$ cat config.mk
export PLATFORM = sky130hd
export DESIGN_NAME = fu_wb_arbiter_flat
export DESIGN_NICKNAME = d
export VERILOG_FILES = /design/src/rtl/fu_wb_arbiter_if.sv /design/src/rtl/fu_wb_arbiter.sv /design/src/flat_wrapper.sv
export SDC_FILE = /design/constraint.sdc
export NUM_CORES = 1
export LEC_CHECK = 0
export ABC_AREA = 1
export CORE_MARGIN = 4
export CORE_UTILIZATION = 48
export CTS_CLUSTER_DIAMETER = 120
export CTS_CLUSTER_SIZE = 12
export DETAILED_ROUTE_END_ITERATION = 10
export PLACE_DENSITY = 0.91
export SLEW_MARGIN = 20
export SYNTH_ARGS = -nofsm -noshare
export SYNTH_HDL_FRONTEND = slang
export SYNTH_SLANG_ARGS = --single-unit
$ cat constraint.sdc
create_clock -name clk -period 6.8 [get_ports clk]
set_input_delay 0.68 -clock clk [delete_from_list [all_inputs] [get_ports clk]]
set_output_delay 0.68 -clock clk [all_outputs]
set_load 0.01 [all_outputs]
$ cat src/rtl/fu_wb_arbiter_if.sv
// fu_wb_arbiter_if
//   Bundles the functional-unit completion side and the register-file write
//   side of the write-back arbiter.
//   Handshake: fu_finish[i] is a one-cycle valid with no ready. fu_hold[i]
//   is the back-pressure: while it is 1 the scoreboard must not issue to
//   unit i. When it is 0, unit i may finish in that same cycle without
//   losing its result. retire_valid/retire_fu report the one result
//   written back in the current cycle. There is no ready on the write side.
//   Modports:
//     master - functional-unit / scoreboard / register-file side
//     slave  - the arbiter
interface fu_wb_arbiter_if #(
  parameter int NUM_FU = 5,
  parameter int DATA_W = 32,
  parameter int ADDR_W = 5,
  parameter int ID_W   = 3
);
  logic [NUM_FU-1:0]        fu_finish;
  logic [NUM_FU*ADDR_W-1:0] fu_rd;
  logic [NUM_FU*DATA_W-1:0] fu_data;
  logic [NUM_FU-1:0]        fu_hold;
  logic                     wb_en;
  logic [ADDR_W-1:0]        wb_addr;
  logic [DATA_W-1:0]        wb_data;
  logic                     retire_valid;
  logic [ID_W-1:0]          retire_fu;
  logic                     overflow;

  modport master (
    output fu_finish, fu_rd, fu_data,
    input  fu_hold, wb_en, wb_addr, wb_data, retire_valid, retire_fu, overflow
  );

  modport slave (
    input  fu_finish, fu_rd, fu_data,
    output fu_hold, wb_en, wb_addr, wb_data, retire_valid, retire_fu, overflow
  );
endinterface

$ cat src/rtl/fu_wb_arbiter.sv
// fu_wb_arbiter
//   Captures each functional unit's finish pulse into a per-unit one-entry
//   buffer and grants one buffered result per cycle, round-robin, onto the
//   single register-file write port.
//   Ports:
//     clk     - clock, all state updates on posedge
//     rst     - synchronous active-high reset
//     bus     - fu_wb_arbiter_if.slave (finish/rd/data in; hold, write
//               port, retire report and sticky overflow out)
//     dbg_ptr - current round-robin pointer, for observation only
module fu_wb_arbiter #(
  parameter int NUM_FU = 5,
  parameter int DATA_W = 32,
  parameter int ADDR_W = 5,
  parameter int ID_W   = 3
) (
  input  logic            clk,
  input  logic            rst,
  fu_wb_arbiter_if.slave  bus,
  output logic [ID_W-1:0] dbg_ptr
);

  localparam logic [ID_W:0]   NUM_FU_W = (ID_W+1)'(NUM_FU);
  localparam logic [ID_W-1:0] LAST_IDX = ID_W'(NUM_FU - 1);

  logic [NUM_FU-1:0] v_q, v_d;
  logic [ADDR_W-1:0] rd_q   [NUM_FU];
  logic [ADDR_W-1:0] rd_d   [NUM_FU];
  logic [DATA_W-1:0] data_q [NUM_FU];
  logic [DATA_W-1:0] data_d [NUM_FU];
  logic [ID_W-1:0]   ptr_q, ptr_d;
  logic              overflow_q, overflow_d;

  logic              grant_vld;
  logic [ID_W-1:0]   grant_idx;
  logic [NUM_FU-1:0] gnt_oh;
  logic [ID_W:0]     scan;

  // Round-robin pick: walk ptr, ptr+1, ... modulo NUM_FU and take the first
  // valid buffer. ptr always stays below NUM_FU, so one subtraction wraps.
  always_comb begin
    grant_vld = 1'b0;
    grant_idx = '0;
    scan      = '0;
    for (int k = 0; k < NUM_FU; k++) begin
      scan = {1'b0, ptr_q} + (ID_W+1)'(k);
      if (scan >= NUM_FU_W) scan = scan - NUM_FU_W;
      if (!grant_vld && v_q[scan[ID_W-1:0]]) begin
        grant_vld = 1'b1;
        grant_idx = scan[ID_W-1:0];
      end
    end
    gnt_oh = '0;
    for (int i = 0; i < NUM_FU; i++) begin
      gnt_oh[i] = grant_vld && (grant_idx == ID_W'(i));
    end
  end

  // Outputs depend on state only; a finish never retires in its own cycle.
  always_comb begin
    bus.retire_valid = grant_vld;
    bus.retire_fu    = grant_vld ? grant_idx : '0;
    bus.wb_addr      = grant_vld ? rd_q[grant_idx] : '0;
    bus.wb_data      = grant_vld ? data_q[grant_idx] : '0;
    // x0 results still retire and free the buffer, but never write.
    bus.wb_en        = grant_vld && (rd_q[grant_idx] != '0);
    bus.fu_hold      = v_q & ~gnt_oh;
    bus.overflow     = overflow_q;
    dbg_ptr          = ptr_q;
  end

  // Buffer update. A buffer being granted this cycle may be refilled in the
  // same cycle; a finish into an occupied, ungranted buffer is dropped and
  // the older result kept.
  always_comb begin
    v_d        = v_q;
    rd_d       = rd_q;
    data_d     = data_q;
    overflow_d = overflow_q;
    ptr_d      = ptr_q;
    for (int i = 0; i < NUM_FU; i++) begin
      if (bus.fu_finish[i]) begin
        if (!v_q[i] || gnt_oh[i]) begin
          v_d[i]    = 1'b1;
          rd_d[i]   = bus.fu_rd[i*ADDR_W +: ADDR_W];
          data_d[i] = bus.fu_data[i*DATA_W +: DATA_W];
        end else begin
          overflow_d = 1'b1;
        end
      end else if (gnt_oh[i]) begin
        v_d[i] = 1'b0;
      end
    end
    if (grant_vld) begin
      ptr_d = (grant_idx == LAST_IDX) ? '0 : grant_idx + ID_W'(1);
    end
  end

  always_ff @(posedge clk) begin
    if (rst) begin
      v_q        <= '0;
      ptr_q      <= '0;
      overflow_q <= 1'b0;
    end else begin
      v_q        <= v_d;
      ptr_q      <= ptr_d;
      overflow_q <= overflow_d;
    end
  end

  // Payload registers need no reset: they are only observed while v is set.
  always_ff @(posedge clk) begin
    rd_q   <= rd_d;
    data_q <= data_d;
  end

endmodule

$ cat src/flat_wrapper.sv
// flat-port wrapper written by rule: the top's interface ports become plain ports
module fu_wb_arbiter_flat 
#(
  parameter int NUM_FU = 5,
  parameter int DATA_W = 32,
  parameter int ADDR_W = 5,
  parameter int ID_W   = 3
)
  (clk, rst, dbg_ptr, bus_fu_finish, bus_fu_rd, bus_fu_data, bus_fu_hold, bus_wb_en, bus_wb_addr, bus_wb_data, bus_retire_valid, bus_retire_fu, bus_overflow);
  fu_wb_arbiter_if #(.NUM_FU(NUM_FU), .DATA_W(DATA_W), .ADDR_W(ADDR_W), .ID_W(ID_W)) bus_i ();
  input  logic clk;
  input  logic rst;
  output logic [ID_W-1:0] dbg_ptr;
  input wire logic [$bits(bus_i.fu_finish)-1:0] bus_fu_finish;
  input wire logic [$bits(bus_i.fu_rd)-1:0] bus_fu_rd;
  input wire logic [$bits(bus_i.fu_data)-1:0] bus_fu_data;
  output wire logic [$bits(bus_i.fu_hold)-1:0] bus_fu_hold;
  output wire logic [$bits(bus_i.wb_en)-1:0] bus_wb_en;
  output wire logic [$bits(bus_i.wb_addr)-1:0] bus_wb_addr;
  output wire logic [$bits(bus_i.wb_data)-1:0] bus_wb_data;
  output wire logic [$bits(bus_i.retire_valid)-1:0] bus_retire_valid;
  output wire logic [$bits(bus_i.retire_fu)-1:0] bus_retire_fu;
  output wire logic [$bits(bus_i.overflow)-1:0] bus_overflow;
  assign bus_i.fu_finish = bus_fu_finish;
  assign bus_i.fu_rd = bus_fu_rd;
  assign bus_i.fu_data = bus_fu_data;
  assign bus_fu_hold = bus_i.fu_hold;
  assign bus_wb_en = bus_i.wb_en;
  assign bus_wb_addr = bus_i.wb_addr;
  assign bus_wb_data = bus_i.wb_data;
  assign bus_retire_valid = bus_i.retire_valid;
  assign bus_retire_fu = bus_i.retire_fu;
  assign bus_overflow = bus_i.overflow;
  fu_wb_arbiter #(.NUM_FU(NUM_FU), .DATA_W(DATA_W), .ADDR_W(ADDR_W), .ID_W(ID_W)) u_core (.clk(clk), .rst(rst), .bus(bus_i), .dbg_ptr(dbg_ptr));
endmodule
==> results of run 1 <==
-- cell type report --
class | instances | area (sq um)
multi-input cells | 531 | 2670
well taps | 229 | 287
inverters | 43 | 161
flip-flops and latches | 194 | 5740
clock inverters | 14 | 159
clock buffers | 18 | 429
repair buffers | 254 | 2520
fillers | 1295 | 5990
-- cells in the final DEF, fill, tap and decap left out, types with 3 or more instances in the layout --
master	n
clkinv_8	4
nor2_1	20
inv_6	3
ha_1	13
nand2_2	6
nor2_4	8
o21ai_0	7
buf_4	11
nand3_2	5
nand4_1	13
nand3_4	3
inv_2	9
dfxtp_1	9
nand2_1	211
edfxtp_1	185
clkbuf_16	17
nand3_1	149
clkinvlp_4	3
clkdlybuf4s50_1	242
o21ai_1	8
a21oi_1	73
inv_1	34
inv_8	4
-- metrics by stage --
step                instance area (sq um)  setup slack (ns)
floorplan                            8780              1.64
global placement                    11400              1.53
detailed placement                  11400              1.53
CTS                                 12000              1.05
global route                        12000             0.611
finish                              12000             0.998
-- worst min-delay path: cells and delay by family (launching register included) --
family             cells  cell delay [ns]
AOI/OAI and AO/OA      1             0.06
DFF                    1             0.33
and+or+nand+nor        1             0.08
-- state kept, by name, summed over array words and instances, names as in the netlist --
register,flops
u_core.bus.overflow,1
u_core.data_q,160
u_core.dbg_ptr,3
u_core.rd_q,25
u_core.v_q,5
-- synth_stat cells, drive strengths merged --
cell type,instances,share of area
a2111oi,2,0.0027
a211oi,1,0.00086
a21oi,73,0.042
a22o,1,0.0010
buf,32,0.026
clkbuf,6,0.0026
dfxtp,9,0.021
edfxtp,185,0.63
fa,1,0.0023
ha,13,0.019
inv,43,0.018
nand2,218,0.096
nand3,157,0.097
nand4,13,0.0093
nor2,30,0.016
o211ai,2,0.0017
o21ai,16,0.0095
o21bai,2,0.0017
o22ai,1,0.00071
xor2,1,0.0019
-- logic make-up (layout without fill, tap and decap cells) --
logic type                 Yosys count  count (layout)
and+or+nand+nor                    418             418
DFF                                194             194
AOI/OAI and AO/OA                   98              98
buffers and inverters               81             329
adders and majority gates           14              14
xor gates and xnor gates             1               1
-- worst paths after layout --
path	from	slack (ns)	endpoint	depth (start not counted)
setup / recovery	u_core.dbg_ptr[0]	1.0	bus_fu_hold[4]	24
hold / removal	u_core.v_q[1]	0.51	u_core.v_q[1]	2
setup reg to reg	u_core.dbg_ptr[0]	1.47	u_core.rd_q[2]	26
hold reg to reg	u_core.v_q[1]	0.51	u_core.v_q[1]	2
-- metal layers --
layer | vias up | part of all wire | track usage
li1 | 3317 | - | -
met3 | 68 | 0.076 | 0.0579
met2 | 435 | 0.50 | 0.449
met4 | 0 | 0.041 | 0.111
met5 | - | 0 | 0
met1 | 3350 | 0.38 | 0.316
==> impl_metrics.tcl, run 1 <==
set metrics [dict create \
    hpwl_um 18800 \
    die_h_um 143 \
    synth_compound_area_frac 0.0598 \
    synthesis.area_sq_um 8780 \
    grt_antenna_before_repair 0 \
    synth_xor_area_frac 0.00185 \
    antenna_cells 0 \
    synth_nets 1012 \
    slowest_stage "clkdlybuf4s50_1" \
    crit_path_end_kind "output port" \
    synth_top_family_by_area "simple AND/OR/NAND/NOR gates" \
    initial_core_util 0.489 \
    cts_hold_buf 0 \
    coreArea_sq_um 18000 \
    synth.area.mux_share 0 \
    grt_use_total 0.260 \
    cp.arrival_ns 5.12 \
    finalCritPeriodShare 0.853 \
    fin_cells 1283 \
    slowest_delay_ns 0.63 \
    rows 49 \
    crit_fanout 63 \
    grt_pass1_vias 7224 \
    crit_required_ns 6.12 \
    postCtsSetupRepairBufs 0 \
    period_minus_slack_ns 5.80 \
    skew_ns 0.0190 \
    tns_ns 0 \
    htreeDepth 4 \
    yosysSeqAreaShare 0.653 \
    wirelength_um 27000 \
    crit_chain "inv_2, ha_1, inv_1, fa_1, inv_1, nand2_1, nand2_1, nand2_1, nand2_1, inv_1, nand3_1, nand3_1, nand2_1, nand3_2, nor2_4, nand3_4, nand3_4, inv_2, buf_12, ha_1, inv_1, nor2_2, nor2_1, clkdlybuf4s50_1" \
    ctsLongestPathBuffers 2 \
    ioPinCount 243 \
    syn_avg_cell_area_sq_um 10.9 \
    io_buffers 242 \
    critPathLaunchType "flop" \
    clkTransAtPathRegs_ns 0.07 \
    dp_cells 1251 \
    drt_iter0_markers 728 \
    timing.hold.ws_ns 0.513 \
    worst_slew_pin_slew_ns 0.962 \
    max_cap_violations 0 \
    postRouteAntennaNets 0 \
    fin_nets 1247 \
    drive_above_1_share 0.0759 \
    outcome "finished, final reports clean" \
    area_delta_synth_final_pct 36.3 \
    critical-path-top-cell-by-count "nand2_1" \
    wl_per_cell_um 21.1 \
    cts_root_buffer "clkbuf_16" \
    path_buf_inv 8 \
    tritoncts "done" \
    hold_path.class "flop to flop" \
    clk_latency_ns 0.44 \
    yosys_register_bits 194 \
    fmax_mhz 172 \
    fin_util 0.666 \
    cts-resized-gates 0 \
    rsz0062_at_grt "false" \
    place.gp.congestion 0.882 \
    cp_top_family "simple AND/OR/NAND/NOR gates" \
    drc 0 \
    dr.pass1.iters 5 \
    synth-simple-area-share 0.218 \
    synth_fa_ha_area_frac 0.0208 \
    hold_violations 0 \
    netlist_instances 806 \
    num_vias 7170 \
    grt_max_degree 64 \
    setup_violations 0 \
    dieArea_sq_um 20500 \
    vias_per_cell 5.59 \
    clock_sinks 194 \
    die_x_um 143 \
    yosysUniqueCellTypes 33 \
    cts_buffers 17 \
    grt_overflow 0 \
    grt_pass1_wl_um 39900 \
    slew_headroom 0.357 \
    critPathKind "flop to output port" \
    slew_violations 0 \
    yosysWarnings 0 \
]
Power of run 1 is not shown: default switching activity piles up to over one toggle a cycle in this logic, so the estimate is an artifact.
==> inputs of run 2 (changes only) <==
- CORE_MARGIN: 4 -> 1
==> impl_metrics.tcl, run 2 (synthesized netlist as in run 1, its figures left out) <==
set metrics [dict create \
    critPathLaunchType "flop" \
    postCtsSetupRepairBufs 0 \
    layout_common_cells "242 x clkdlybuf4s50_1, 211 x nand2_1, 185 x edfxtp_1" \
    max_cap_violations 0 \
    finalCritPeriodShare 0.910 \
    rsz0062_at_grt "false" \
    mostFrequentLayoutCell "clkdlybuf4s50_1" \
    hold_path.class "flop to flop" \
    fmax_mhz 162 \
    num_vias 7261 \
    wirelength_um 26400 \
    multi_input_area_sq_um 2670 \
    hpwl_um 18300 \
    crit_path_end_kind "output port" \
    ioPinCount 243 \
    dieArea_sq_um 18800 \
    grt_antenna_before_repair 0 \
    grt_pass1_wl_um 38800 \
    drt_iter0_markers 707 \
    initial_core_util 0.489 \
    worst_slew_pin_slew_ns 0.823 \
    drive_above_1_share 0.0786 \
    tritoncts "done" \
    grt_overflow 0 \
    vias_per_cell 5.65 \
    fin_util 0.670 \
    period_minus_slack_ns 6.19 \
    reg.largest.list "u_core.data_q x160, u_core.rd_q x25, u_core.v_q x5" \
    die_h_um 137 \
    place_area_sq_um 11400 \
    coreArea_sq_um 18000 \
    area_delta_synth_final_pct 37.0 \
    setup_ws_ns 0.611 \
    cts_buffers 17 \
    skew_ns 0.0127 \
    fill_cells 1273 \
    postRouteAntennaNets 0 \
    final_cell_area_sq_um 12000 \
    drc 0 \
    crit_required_ns 6.12 \
    grt_use_total 0.283 \
    tns_ns 0 \
    cts-resized-gates 0 \
    cts_hold_buf 0 \
    place.gp.congestion 0.914 \
    clock_sinks 194 \
    io_buffers 242 \
    wl_per_cell_um 20.6 \
    hold_violations 0 \
    antenna_cells 0 \
    seq_area_sq_um 5740 \
    fin_nets 1249 \
    grt_max_degree 44 \
    grt_pass1_vias 7073 \
    dr.pass1.iters 6 \
    regMostFlops "u_core.data_q" \
    slew_headroom 0.451 \
    clk_latency_ns 0.44 \
    cts_root_buffer "clkbuf_16" \
    die_x_um 137 \
    htreeDepth 4 \
    rows 49 \
    largest_register_ffs 160 \
    pre_cts_slack_ns 1.19 \
    outcome "finished, final reports clean" \
    slew_violations 0 \
    setup_violations 0 \
    clkTransAtPathRegs_ns 0.08 \
    critPathKind "flop to output port" \
    cp.arrival_ns 5.51 \
    crit_fanout 40 \
    ctsLongestPathBuffers 2 \
]
## run 2: worst max-delay path: stages (launching register included)
cell             delay (ns)
dfxtp_1                0.48
inv_1                  0.21
ha_1                   0.24
ha_1                   0.29
o21ai_1                0.14
nand2_2                0.12
o21ai_0                0.36
nand3_1                0.13
nand2_1                0.08
nand2_1                0.06
nand2_2                0.14
nor2_4                 0.08
nand3_4                0.12
nand3_4                0.38
inv_2                  0.70
buf_4                  0.43
nand2_1                0.13
nand3_1                0.11
a21oi_1                0.09
a21oi_1                0.16
clkdlybuf4s50_1        0.56
## run 2: path summary, 6_finish.rpt
path	startpoint	endpoint	slack, ns	depth (start not counted)
worst max-delay path	u_core.dbg_ptr[1]	bus_wb_data[21]	0.61	20
worst min-delay path	u_core.v_q[1]	u_core.v_q[1]	0.56	2
worst max register to register	u_core.dbg_ptr[1]	u_core.data_q[144]	1.27	20
worst min register to register	u_core.v_q[1]	u_core.v_q[1]	0.56	2
## run 2: per-layer routing
layer  up-vias  routed length [um]  track usage
met5         -                   0            0
met4         0                1150        0.126
met3        74                1940       0.0508
met2       407               13300        0.478
met1      3450               10100        0.356
li1       3330                   -            -
## run 2: layout make-up
type / instances / area share
Timing Repair Buffer: 256 / 0.213
Sequential cell: 194 / 0.477
Inverter: 43 / 0.0134
Clock buffer: 17 / 0.0353
Clock inverter: 15 / 0.0155
Tap cell: 229 / 0.0238
Multi-Input combinational cell: 531 / 0.222
## run 2: stage by stage
step | cells | hold WS, ns
3_3_place_gp | 1251 | 0.504
3_5_place_dp | 1253 | 0.531
2_1_floorplan | 806 | 0.474
5_1_grt | 1285 | 0.595
4_1_cts | 1285 | 0.547
6_report | 1285 | 0.561
Power of run 2 is left out for the same reason.
